### src/rtl/dds_gen_sequencer.sv
// Burst sequencer for the DDS phase accumulators: validates a command, holds the parameter bus, runs packets.
// Optional one-entry shadow command register enabled by DDS_SEQ_SHADOW_CMD_EN.
module dds_gen_sequencer #(
  parameter int START_TMO = 64,
  parameter int GAP_W     = 16,
  parameter int REP_W     = 8
) (
  input  logic             CLK,
  input  logic             RESET,
  input  logic             CMD_VALID,
  output logic             CMD_READY,
  input  logic [1:0]       CMD_SIGNAL_TYPE,
  input  logic [31:0]      CMD_F_CARRIER,
  input  logic [9:0]       CMD_T_IMPULSE,
  input  logic [12:0]      CMD_T_PERIOD,
  input  logic [4:0]       CMD_NUM_OF_IMP,
  input  logic [21:0]      CMD_DEVIATION,
  input  logic [REP_W-1:0] CMD_REPEAT,
  input  logic [GAP_W-1:0] CMD_GAP,
  input  logic             ABORT,
  input  logic             OUT_REG_READY,
  input  logic             SIGN_START_CALC,
  input  logic             SIGN_STOP_CALC,
  output logic [1:0]       SIGNAL_TYPE,
  output logic [31:0]      F_CARRIER,
  output logic [9:0]       T_IMPULSE,
  output logic [12:0]      T_PERIOD,
  output logic [4:0]       NUM_OF_IMP,
  output logic [21:0]      DEVIATION,
  output logic             SIGN_START_GEN,
  output logic             ACC_RESET,
  output logic             BUSY,
  output logic             DONE,
  output logic             ERROR,
  output logic [1:0]       ERR_CODE,
  output logic [REP_W-1:0] PKT_CNT
);

  typedef enum logic [2:0] {IDLE, ARM, START, RUN, GAP} state_t;

  localparam int B  = GAP_W + REP_W;
  localparam int CW = B + 84;
  localparam int TW = $clog2(START_TMO + 1);

  state_t           r_state, w_nxt_state;
  logic [CW-1:0]    r_cmd, w_nxt_cmd, w_cmd;
  logic             r_live, r_sgen, w_nxt_sgen;
  logic             r_accrst, w_nxt_accrst;
  logic             r_done, w_nxt_done;
  logic             r_err, w_nxt_err;
  logic [1:0]       r_ecode, w_nxt_ecode;
  logic [REP_W-1:0] r_pkt, w_nxt_pkt, w_pkt1, w_rep;
  logic [TW-1:0]    r_tmo, w_nxt_tmo;
  logic [GAP_W-1:0] r_gcnt, w_nxt_gcnt, w_gap, w_gap_ld;
  logic             w_acc, w_bad, w_last;
`ifdef DDS_SEQ_SHADOW_CMD_EN
  logic             r_sh_v, w_nxt_sh_v;
  logic [CW-1:0]    r_sh, w_nxt_sh;
`endif

  assign w_cmd = {CMD_SIGNAL_TYPE, CMD_F_CARRIER, CMD_T_IMPULSE, CMD_T_PERIOD,
                  CMD_NUM_OF_IMP, CMD_DEVIATION, CMD_REPEAT, CMD_GAP};
  assign w_bad = (CMD_NUM_OF_IMP == 5'd0) || (CMD_T_IMPULSE == 10'd0) ||
                 ((CMD_NUM_OF_IMP > 5'd1) && ({3'b000, CMD_T_IMPULSE} > CMD_T_PERIOD));

`ifdef DDS_SEQ_SHADOW_CMD_EN
  assign CMD_READY = r_live && ((r_state == IDLE) || !r_sh_v);
`else
  assign CMD_READY = r_live && (r_state == IDLE);
`endif
  assign w_acc = CMD_VALID && CMD_READY;

  assign w_rep    = r_cmd[GAP_W +: REP_W];
  assign w_gap    = r_cmd[GAP_W-1:0];
  // Gap of at least 2 lets the accumulator drop its busy flag first
  assign w_gap_ld = (w_gap < GAP_W'(2)) ? GAP_W'(1) : w_gap - GAP_W'(1);
  assign w_pkt1   = r_pkt + REP_W'(1);
  assign w_last   = (w_rep != '0) && (w_pkt1 == w_rep);

  always_comb begin
    w_nxt_state  = r_state;
    w_nxt_cmd    = r_cmd;
    w_nxt_sgen   = r_sgen;
    w_nxt_accrst = 1'b0;
    w_nxt_done   = 1'b0;
    w_nxt_err    = 1'b0;
    w_nxt_ecode  = r_ecode;
    w_nxt_pkt    = r_pkt;
    w_nxt_tmo    = r_tmo;
    w_nxt_gcnt   = r_gcnt;
`ifdef DDS_SEQ_SHADOW_CMD_EN
    w_nxt_sh_v   = r_sh_v;
    w_nxt_sh     = r_sh;
`endif
    if (r_state == IDLE) begin
      if (w_acc && w_bad) begin
        w_nxt_err   = 1'b1;
        w_nxt_ecode = 2'd1;
      end else if (w_acc) begin
        w_nxt_cmd   = w_cmd;
        w_nxt_pkt   = '0;
        w_nxt_ecode = 2'd0;
        w_nxt_state = ARM;
      end
    end else begin
`ifdef DDS_SEQ_SHADOW_CMD_EN
      if (w_acc && w_bad) begin
        w_nxt_err   = 1'b1;
        w_nxt_ecode = 2'd1;
      end else if (w_acc) begin
        w_nxt_sh_v  = 1'b1;
        w_nxt_sh    = w_cmd;
        w_nxt_ecode = 2'd0;
      end
`endif
      if (ABORT) begin
        w_nxt_state  = IDLE;
        w_nxt_sgen   = 1'b0;
        w_nxt_accrst = 1'b1;
        w_nxt_err    = 1'b0;
        w_nxt_ecode  = r_ecode;
`ifdef DDS_SEQ_SHADOW_CMD_EN
        w_nxt_sh_v   = 1'b0;
`endif
      end else begin
        unique case (r_state)
          ARM: begin
            if (OUT_REG_READY) begin
              w_nxt_state = START;
              w_nxt_sgen  = 1'b1;
              w_nxt_tmo   = '0;
            end
          end
          START: begin
            if (SIGN_START_CALC) begin
              w_nxt_sgen  = 1'b0;
              w_nxt_state = RUN;
            end else if (r_tmo == TW'(START_TMO - 1)) begin
              w_nxt_sgen   = 1'b0;
              w_nxt_accrst = 1'b1;
              w_nxt_err    = 1'b1;
              w_nxt_ecode  = 2'd2;
              w_nxt_state  = IDLE;
`ifdef DDS_SEQ_SHADOW_CMD_EN
              w_nxt_sh_v   = 1'b0;
`endif
            end else begin
              w_nxt_tmo = r_tmo + TW'(1);
            end
          end
          RUN: begin
            if (SIGN_STOP_CALC) begin
              w_nxt_pkt  = w_pkt1;
              w_nxt_gcnt = w_gap_ld;
              if (w_last) begin
                w_nxt_done  = 1'b1;
                w_nxt_state = IDLE;
`ifdef DDS_SEQ_SHADOW_CMD_EN
                if (w_nxt_sh_v) begin
                  w_nxt_cmd   = w_nxt_sh;
                  w_nxt_sh_v  = 1'b0;
                  w_nxt_pkt   = '0;
                  w_nxt_state = GAP;
                end
`endif
              end else begin
                w_nxt_state = GAP;
              end
            end
          end
          GAP: begin
            if (r_gcnt == '0) w_nxt_state = ARM;
            else w_nxt_gcnt = r_gcnt - GAP_W'(1);
          end
          default: ;
        endcase
      end
    end
  end

  always_ff @(posedge CLK) begin
    if (RESET) begin
      r_state  <= IDLE;
      r_cmd    <= '0;
      r_live   <= 1'b0;
      r_sgen   <= 1'b0;
      r_accrst <= 1'b0;
      r_done   <= 1'b0;
      r_err    <= 1'b0;
      r_ecode  <= '0;
      r_pkt    <= '0;
      r_tmo    <= '0;
      r_gcnt   <= '0;
`ifdef DDS_SEQ_SHADOW_CMD_EN
      r_sh_v   <= 1'b0;
      r_sh     <= '0;
`endif
    end else begin
      r_state  <= w_nxt_state;
      r_cmd    <= w_nxt_cmd;
      r_live   <= 1'b1;
      r_sgen   <= w_nxt_sgen;
      r_accrst <= w_nxt_accrst;
      r_done   <= w_nxt_done;
      r_err    <= w_nxt_err;
      r_ecode  <= w_nxt_ecode;
      r_pkt    <= w_nxt_pkt;
      r_tmo    <= w_nxt_tmo;
      r_gcnt   <= w_nxt_gcnt;
`ifdef DDS_SEQ_SHADOW_CMD_EN
      r_sh_v   <= w_nxt_sh_v;
      r_sh     <= w_nxt_sh;
`endif
    end
  end

  assign SIGNAL_TYPE    = r_cmd[B+82 +: 2];
  assign F_CARRIER      = r_cmd[B+50 +: 32];
  assign T_IMPULSE      = r_cmd[B+40 +: 10];
  assign T_PERIOD       = r_cmd[B+27 +: 13];
  assign NUM_OF_IMP     = r_cmd[B+22 +: 5];
  assign DEVIATION      = r_cmd[B +: 22];
  assign SIGN_START_GEN = r_sgen;
  assign ACC_RESET      = r_accrst;
  assign BUSY           = (r_state != IDLE);
  assign DONE           = r_done;
  assign ERROR          = r_err;
  assign ERR_CODE       = r_ecode;
  assign PKT_CNT        = r_pkt;

endmodule

### config.mk
export PLATFORM = sky130hd
export DESIGN_NAME = dds_gen_sequencer
export DESIGN_NICKNAME = d
export VERILOG_FILES = /design/src/rtl/dds_gen_sequencer.sv
export SDC_FILE = /design/constraint.sdc
export NUM_CORES = 1
export LEC_CHECK = 0
export ABC_AREA = 1
export BUFFER_PORTS_ARGS = -buffer_cell sky130_fd_sc_hd__buf_2
export CAP_MARGIN = 20
export CORE_ASPECT_RATIO = 1.25
export CORE_MARGIN = 2
export CORE_UTILIZATION = 55
export CTS_BUF_LIST = sky130_fd_sc_hd__clkbuf_8
export DETAILED_ROUTE_END_ITERATION = 7
export PLACE_DENSITY = 0.83
export SKIP_LAST_GASP = 1
export SLEW_MARGIN = 10
export SYNTH_ARGS = -nofsm -noshare
export SYNTH_HDL_FRONTEND = slang
export SYNTH_SLANG_ARGS = --single-unit
export TNS_END_PERCENT = 20
### constraint.sdc
create_clock -name CLK -period 3.6 [get_ports CLK]
set_input_delay 0.54 -clock CLK [delete_from_list [all_inputs] [get_ports CLK]]
set_output_delay 0.54 -clock CLK [all_outputs]
set_load 0.01 [all_outputs]
==> results of run 1 <==
## critical path, cell delays in order
cell,delay (ps)
sky130_fd_sc_hd__buf_2,130
sky130_fd_sc_hd__ha_1,290
sky130_fd_sc_hd__nand2_1,70
sky130_fd_sc_hd__nor2_1,160
sky130_fd_sc_hd__nand2_1,70
sky130_fd_sc_hd__nor2_1,100
sky130_fd_sc_hd__nor2_1,50
sky130_fd_sc_hd__nand2_1,130
sky130_fd_sc_hd__nand3_4,380
sky130_fd_sc_hd__buf_12,370
sky130_fd_sc_hd__o21ai_0,200
sky130_fd_sc_hd__a21oi_1,60
## where the power goes
part,internal (mW),total (mW),switching [mW]
combinational,0.602,1.60,0.995
clock,0.515,1.20,0.686
sequential,1.90,2.04,0.138
## registers in the layout, indices dropped and copies added, names as in the netlist
register and cells:
ERR_CODE 2, PKT_CNT 8, r_gcnt 16, SIGN_START_GEN 1, ERROR 1, ACC_RESET 1
r_cmd 108, DONE 1, r_state 3, r_tmo 7, r_live 1
## layer usage
layer,global-route usage,part of all wire,up-vias
met5,0,0,-
met4,0.0963,0.026,0
met3,0.0475,0.057,36
met2,0.386,0.50,184
met1,0.237,0.41,2851
li1,-,-,3537
## cell families (layout without fill, tap and decap cells)
kind of cell             after synthesis  count (layout)  synth area share
adder cells (fa/ha/maj)               14              14            0.0228
AND/OR/NAND/NOR                      261             261             0.149
XOR/XNOR                              22              22            0.0269
AO/OA/AOI/OAI                        301             301             0.200
buffers and inverters                316             442             0.213
flip-flops                           149             149             0.388
## per-stage QoR
step	util	setup slack [ps]	hold WS, ps	cell area [µm²]	cells
after floorplan	-	1580	424	7680	1063
after global placement	0.590	935	428	8110	1332
after detailed placement	0.590	857	432	8110	1332
after CTS	0.617	1340	327	8480	1364
after global routing	0.617	1070	329	8480	1364
final	0.617	1310	352	8480	1364
## layout make-up
class,count,share of cell area
clock buffer,18,0.0292
tap,175,0.0258
inverter,188,0.0832
timing repair buffer,222,0.135
multi-input combinational,598,0.361
sequential,149,0.352
clock inverter,14,0.0140
## path summary, 6_finish.rpt
| check | to | slack (ps) | cells after the start |
|---|---|---|---|
| max | r_cmd[7] | 1310 | 12 |
| min | r_cmd[34] | 350 | 3 |
| max reg2reg | r_gcnt[0] | 1340 | 10 |
| min reg2reg | r_cmd[90] | 440 | 2 |
## layout by cell type, fill, tap and decap left out, types with 5 or more instances in the layout
| master | synthesis | routed |
|---|---|---|
| sky130_fd_sc_hd__inv_6 | 0 | 5 |
| sky130_fd_sc_hd__nor2_1 | 71 | 71 |
| sky130_fd_sc_hd__dfxtp_1 | 149 | 149 |
| sky130_fd_sc_hd__nand2_1 | 113 | 113 |
| sky130_fd_sc_hd__inv_1 | 186 | 185 |
| sky130_fd_sc_hd__o21ai_1 | 33 | 33 |
| sky130_fd_sc_hd__nand4_1 | 7 | 7 |
| sky130_fd_sc_hd__xor2_1 | 18 | 18 |
| sky130_fd_sc_hd__o21ai_0 | 108 | 108 |
| sky130_fd_sc_hd__nor3_1 | 12 | 12 |
| sky130_fd_sc_hd__buf_2 | 3 | 214 |
| sky130_fd_sc_hd__ha_1 | 14 | 14 |
| sky130_fd_sc_hd__buf_4 | 85 | 7 |
| sky130_fd_sc_hd__a21oi_1 | 147 | 147 |
| sky130_fd_sc_hd__nand3_1 | 44 | 44 |
| sky130_fd_sc_hd__clkbuf_8 | 0 | 18 |
==> results.txt, run 1 <==
The part of the Yosys area used for sequential elements is 0.388. Static timing analysis puts the maximum clock frequency at 436 MHz. The share of the clock period used by the worst path is 0.637. The transition time at the pin with the least slew margin came out at 850 ps. For this run, the post-layout net count is 1305. Summed over all layers, the global routing overflow is 0. The wire length per cell is 11.8 µm. The worst relative slew slack came out at 0.433. The setup TNS is 0 ps. In this run the most critical hold path is launched from CMD_DEVIATION[10]. The sum of net half-perimeters after detailed placement came out at 11.9 mm.

The share of synthesized area in the top cell type comes to 0.388. The count of pins on the block boundary is 215. The tool flagged a number of max-cap violations equal to 0. The required time reported for the critical path endpoint came out at 3920 ps. The clock latency on the worst-skew pair is 440 ps.

The number of input and output port buffers inserted came out at 214. The number of rows in the core area is 48. Yosys mapped the design onto 37 distinct sky130hd cell types. The final-layout fill cell count is 1331.

The cts-stage hold buffer count came out at 0. The H-tree depth is 4. The first global-routing pass estimated 25.7 mm of wire. For this configuration, the core starts out at a cell density of 0.559. sky130_fd_sc_hd__inv_1 is the most common cell in the netlist.

The synthesis-to-layout area growth came out at 10.4%. Each instance of the synthesized netlist takes up on average 7.23 µm². During synthesis, Yosys emitted a total of 0 warnings. Total power for the finished layout comes to 4.84 mW.

The worst path in the final design needs a cycle of 2290 ps, including I/O delays and setup. The post-synth design cell area came out at 7680 µm². The TritonCTS clock tree is yes. The largest fanout of any net on the critical path came out at 95. In this run the worst setup path begins at CMD_T_IMPULSE[4]. The total CTS buffers is 17. Gates resized during post-CTS repair numbered 0. The commonest cells after synthesis are 186 x sky130_fd_sc_hd__inv_1, 149 x sky130_fd_sc_hd__dfxtp_1, 147 x sky130_fd_sc_hd__a21oi_1. The floorplan die area came out at 14900 µm². The first-pass iteration count of the detailed router is 5.

Synthesis produced a netlist whose cell count is 1063. The root cell of the clock tree is sky130_fd_sc_hd__clkbuf_8. The number of antenna diodes came out at 0.

After detailed routing, the number of vias per cell comes to 4.84. The initial antenna violation count is 0. The number of buffers inserted to repair setup after CTS is 0.

The worst setup path is launched from an input pin. Yosys attributes the largest share of cell area to sky130_fd_sc_hd__dfxtp_1 39%, sky130_fd_sc_hd__a21oi_1 9.6%, sky130_fd_sc_hd__inv_1 9.1%. The flow ran to the end, and the final reports show no timing, DRC or antenna violations. Setup repair after global routing left no endpoint under its margin.

The final-report max-slew violation count came to 0. The worst ir drop on vdd came out at 0.285 mV. The final routed DRC violation total came out at 0. The area of the core region came out at 13800 µm².

The final wirelength came out at 16.1 mm. The vertical die dimension came out at 136 µm. On the final layout, the worst clock skew is 13.0 ps. The number of clock sinks came out at 149. The power density relative to cell area is 571 nW/µm².

In this run the worst hold path is classified as in2reg. The flip-flop and latch count after synthesis is 149. The number of setup violations in the final report came out at 0. The clock input transition at the sequential cells of the worst setup and hold paths is 90 ps.

Routability-driven placement finished with a final weighted congestion of 0.906. The die width came out at 110 µm. The share of post-route cells with drive strength above 1 came out at 0.225. STA classifies the critical path endpoint as a flop. The largest net degree at the start of global routing came out at 96. The top flip-flop cell by instance count after synthesis is sky130_fd_sc_hd__dfxtp_1. The final antenna-violating net count came out at 0.

The multi-input combinational cell area came out at 3060 µm². The data arrival time of the worst path came out at 2610 ps. The vias after detailed routing is 6608. The first routing iteration left 331 violations. The async set-or-reset flop fraction in the synthesized netlist came out at 0. The type of the setup path with the least slack is in2reg.

The via count of the first global-routing pass came out at 5893. The deepest clock path buffer count came out at 2. Synthesis produced a netlist with a net count of 1192. The final number of hold-violating endpoints came out at 0. Counting flops with a built-in enable in the synthesized netlist gives 0. The cell accounting for the most synthesized area is sky130_fd_sc_hd__dfxtp_1. The total leakage power is 4.09 nW. The global routing usage summed across all routing layers came out at 0.214. Registers take 2980 µm². In this run the critical register-to-register path is launched from r_state[1].
Note: power is estimated with default switching activity, not from simulation.
==> inputs of run 2 (changes only) <==
Settings changed: CORE_UTILIZATION 55 to 49, PLACE_DENSITY 0.83 to 0.78.
Clock period 3.6 ns to 1.92 ns, I/O delays scaled along.
==> results.txt, run 2 (synthesis gave the netlist of run 1 again) <==
Run status: finished, final reports clean (unchanged). The TritonCTS clock tree is yes (unchanged). The H-tree depth was 4 (unchanged).

The via count of the first global-routing pass is 6026 (was 5893). The initial antenna violation count came out at 0 (unchanged). The vias after detailed routing came to 6899 (was 6608). The share of the clock period used by the worst path is 0.933. The final antenna-violating net count was 0 (unchanged). The number of flip-flops under the largest register name came out at 108 (unchanged). The final estimated routing congestion in global placement is 0.889 (was 0.906). The average via count per standard cell was 4.80 (was 4.84). The final critical path time including I/O delays and setup came out at 1790 ps.

The die width is 116 µm (was 110 µm). The wire length per cell came to 11.7 µm (was 11.8 µm). The setup TNS came out at 0 ps (unchanged).

The number of rows in the core area came to 51 (was 48). The category of the worst setup path capture point is a flop (unchanged). The smallest setup slack after layout came out at 129 ps (was 1310 ps). The total CTS buffers came to 17 (unchanged). The required time reported for the critical path endpoint is 2250 ps (was 3920 ps). The floorplan die area is 16700 µm² (was 14900 µm²). The number of antenna diodes is 0 (unchanged). The total leakage power is 4.35 nW (was 4.09 nW). The number of cells in the finished layout apart from fillers came to 1436 (was 1364).

The cts-stage hold buffer count is 0 (unchanged). The deepest clock path buffer count is 2 (unchanged). The largest fanout of any net on the critical path is 7 (was 95). The number of input and output port buffers inserted came out at 214 (unchanged). The worst ir drop on vdd is 0.578 mV (was 0.285 mV).

The wire length of the first global-routing pass came out at 26.7 mm (was 25.7 mm). The largest net degree at the start of global routing was 62 (was 96). The placement-stage worst setup slack came out at -182 ps (was 857 ps). The share of post-route cells with drive strength above 1 is 0.260 (was 0.225). The final-report max-slew violation count came out at 0 (unchanged). The final wirelength came out at 16.9 mm (was 16.1 mm). The data arrival time of the worst path is 2120 ps (was 2610 ps). The root cell of the clock tree is sky130_fd_sc_hd__clkbuf_8 (unchanged). The total global routing overflow came to 0 (unchanged). The number of setup violations in the final report came out at 0 (unchanged). The count of pins on the block boundary is 215 (unchanged). The power density relative to cell area is 1060 nW/µm² (was 571 nW/µm²). The post-layout utilization of the core came out at 0.582 (was 0.617). The number of clock sinks came out at 149 (unchanged). The clock input transition at the sequential cells of the worst setup and hold paths came out at 80 ps (was 90 ps). The count of nets after finishing is 1341 (was 1305). The kind of start point of the critical path is a flop (was input pin). Static timing analysis puts the maximum clock frequency at 558 MHz. Commonest cells after routing, fill and taps aside: 214 x sky130_fd_sc_hd__buf_2, 183 x sky130_fd_sc_hd__inv_1, 147 x sky130_fd_sc_hd__a21oi_1, 146 x sky130_fd_sc_hd__dfxtp_1, 111 x sky130_fd_sc_hd__nand2_1 (was 214 x sky130_fd_sc_hd__buf_2, 185 x sky130_fd_sc_hd__inv_1, 149 x sky130_fd_sc_hd__dfxtp_1, 147 x sky130_fd_sc_hd__a21oi_1, 113 x sky130_fd_sc_hd__nand2_1). The final routed DRC violation total came out at 0 (unchanged). The area of the core region came out at 15400 µm² (was 13800 µm²). The most common library cell in the layout ignoring fill and taps is sky130_fd_sc_hd__buf_2 (unchanged). The type of the setup path with the least slack is reg2reg (was in2reg).

The starting DRC count in detailed routing is 299 (was 331). The initial core utilization came to 0.497 (was 0.559). The register with the highest flop count is r_cmd (unchanged). The first-pass iteration count of the detailed router came out at 4 (was 5). The vertical die dimension is 144 µm (was 136 µm). Unrepaired setup endpoints after global routing: true (was false). The worst relative slew slack came out at 0.725 (was 0.433). The number of placed instances, taps included came to 1403 (was 1332). The clock latency on the worst-skew pair came out at 440 ps (about the same). The count of max-cap constraint violations is 0 (unchanged).

The transition time at the pin with the least slew margin is 412 ps (was 850 ps). The overall power is 9.56 mW (was 4.84 mW). The final clock skew was 11.1 ps (was 13.0 ps).

The sum of net half-perimeters after detailed placement came out at 12.6 mm (was 11.9 mm). The final number of hold-violating endpoints was 0 (unchanged). The worst-case register-to-register setup slack came out at 130 ps (was 1340 ps). The synthesis-to-layout area growth is 17.0% (was 10.4%). The global routing usage summed across all routing layers is 0.198 (was 0.214). The path class of the lowest-slack min-delay path was in2reg (unchanged).
-- run 2: routing by layer --
layer	vias up	wire, µm	share of wire	GRT usage
met1	3067	7150	0.42	0.221
met2	172	8440	0.50	0.359
li1	3622	-	-	-
met4	0	423	0.025	0.0796
met5	-	0	0	0
met3	38	842	0.050	0.0465
-- run 2: worst paths after layout --
kind                    start         end  cells past startpoint
max                 r_gcnt[1]  r_gcnt[10]                     13
min          CMD_DEVIATION[1]   r_cmd[25]                      3
max reg2reg         r_gcnt[1]  r_gcnt[10]                     13
min reg2reg         r_cmd[80]   r_cmd[80]                      2
-- run 2: stage by stage --
step,hold WS [ps],area (µm²)
floorplan,424,7680
global route,77.8,8990
CTS,76.0,8900
detailed placement,431,8500
finish,111,8990
global placement,427,8500
-- run 2: timing repair --
item | 4_1_cts | 5_1_grt
buffers inserted | 0 | 1
endpoints found under the setup margin | 0 | 39
resized for setup | 0 | 23
-- run 2: power by group --
group / switching (mW) / internal, mW / total, mW
Sequential: 0.252 / 3.57 / 3.82
Combinational: 1.97 / 1.35 / 3.32
Clock: 1.15 / 1.27 / 2.42
-- run 2: critical path: stages, from the launching register on --
cell and delay [ps]:
sky130_fd_sc_hd__dfxtp_2 330, sky130_fd_sc_hd__inv_2 70, sky130_fd_sc_hd__ha_4 130, sky130_fd_sc_hd__inv_2 40
sky130_fd_sc_hd__nor2_4 110, sky130_fd_sc_hd__nand2_2 80, sky130_fd_sc_hd__nor2_4 90, sky130_fd_sc_hd__nand4_1 140
sky130_fd_sc_hd__nand2_2 110, sky130_fd_sc_hd__nand2_2 60, sky130_fd_sc_hd__nand2_4 110, sky130_fd_sc_hd__clkinvlp_4 160
sky130_fd_sc_hd__o211ai_1 190, sky130_fd_sc_hd__inv_1 50
-- run 2: layout make-up --
class / count / area (µm²)
multi-input combinational: 598 / 3120
inverter: 188 / 709
sequential: 149 / 2990
fill: 1468 / 6450
tap: 212 / 265
clock buffer: 21 / 289
timing repair buffer: 258 / 1520
clock inverter: 10 / 106
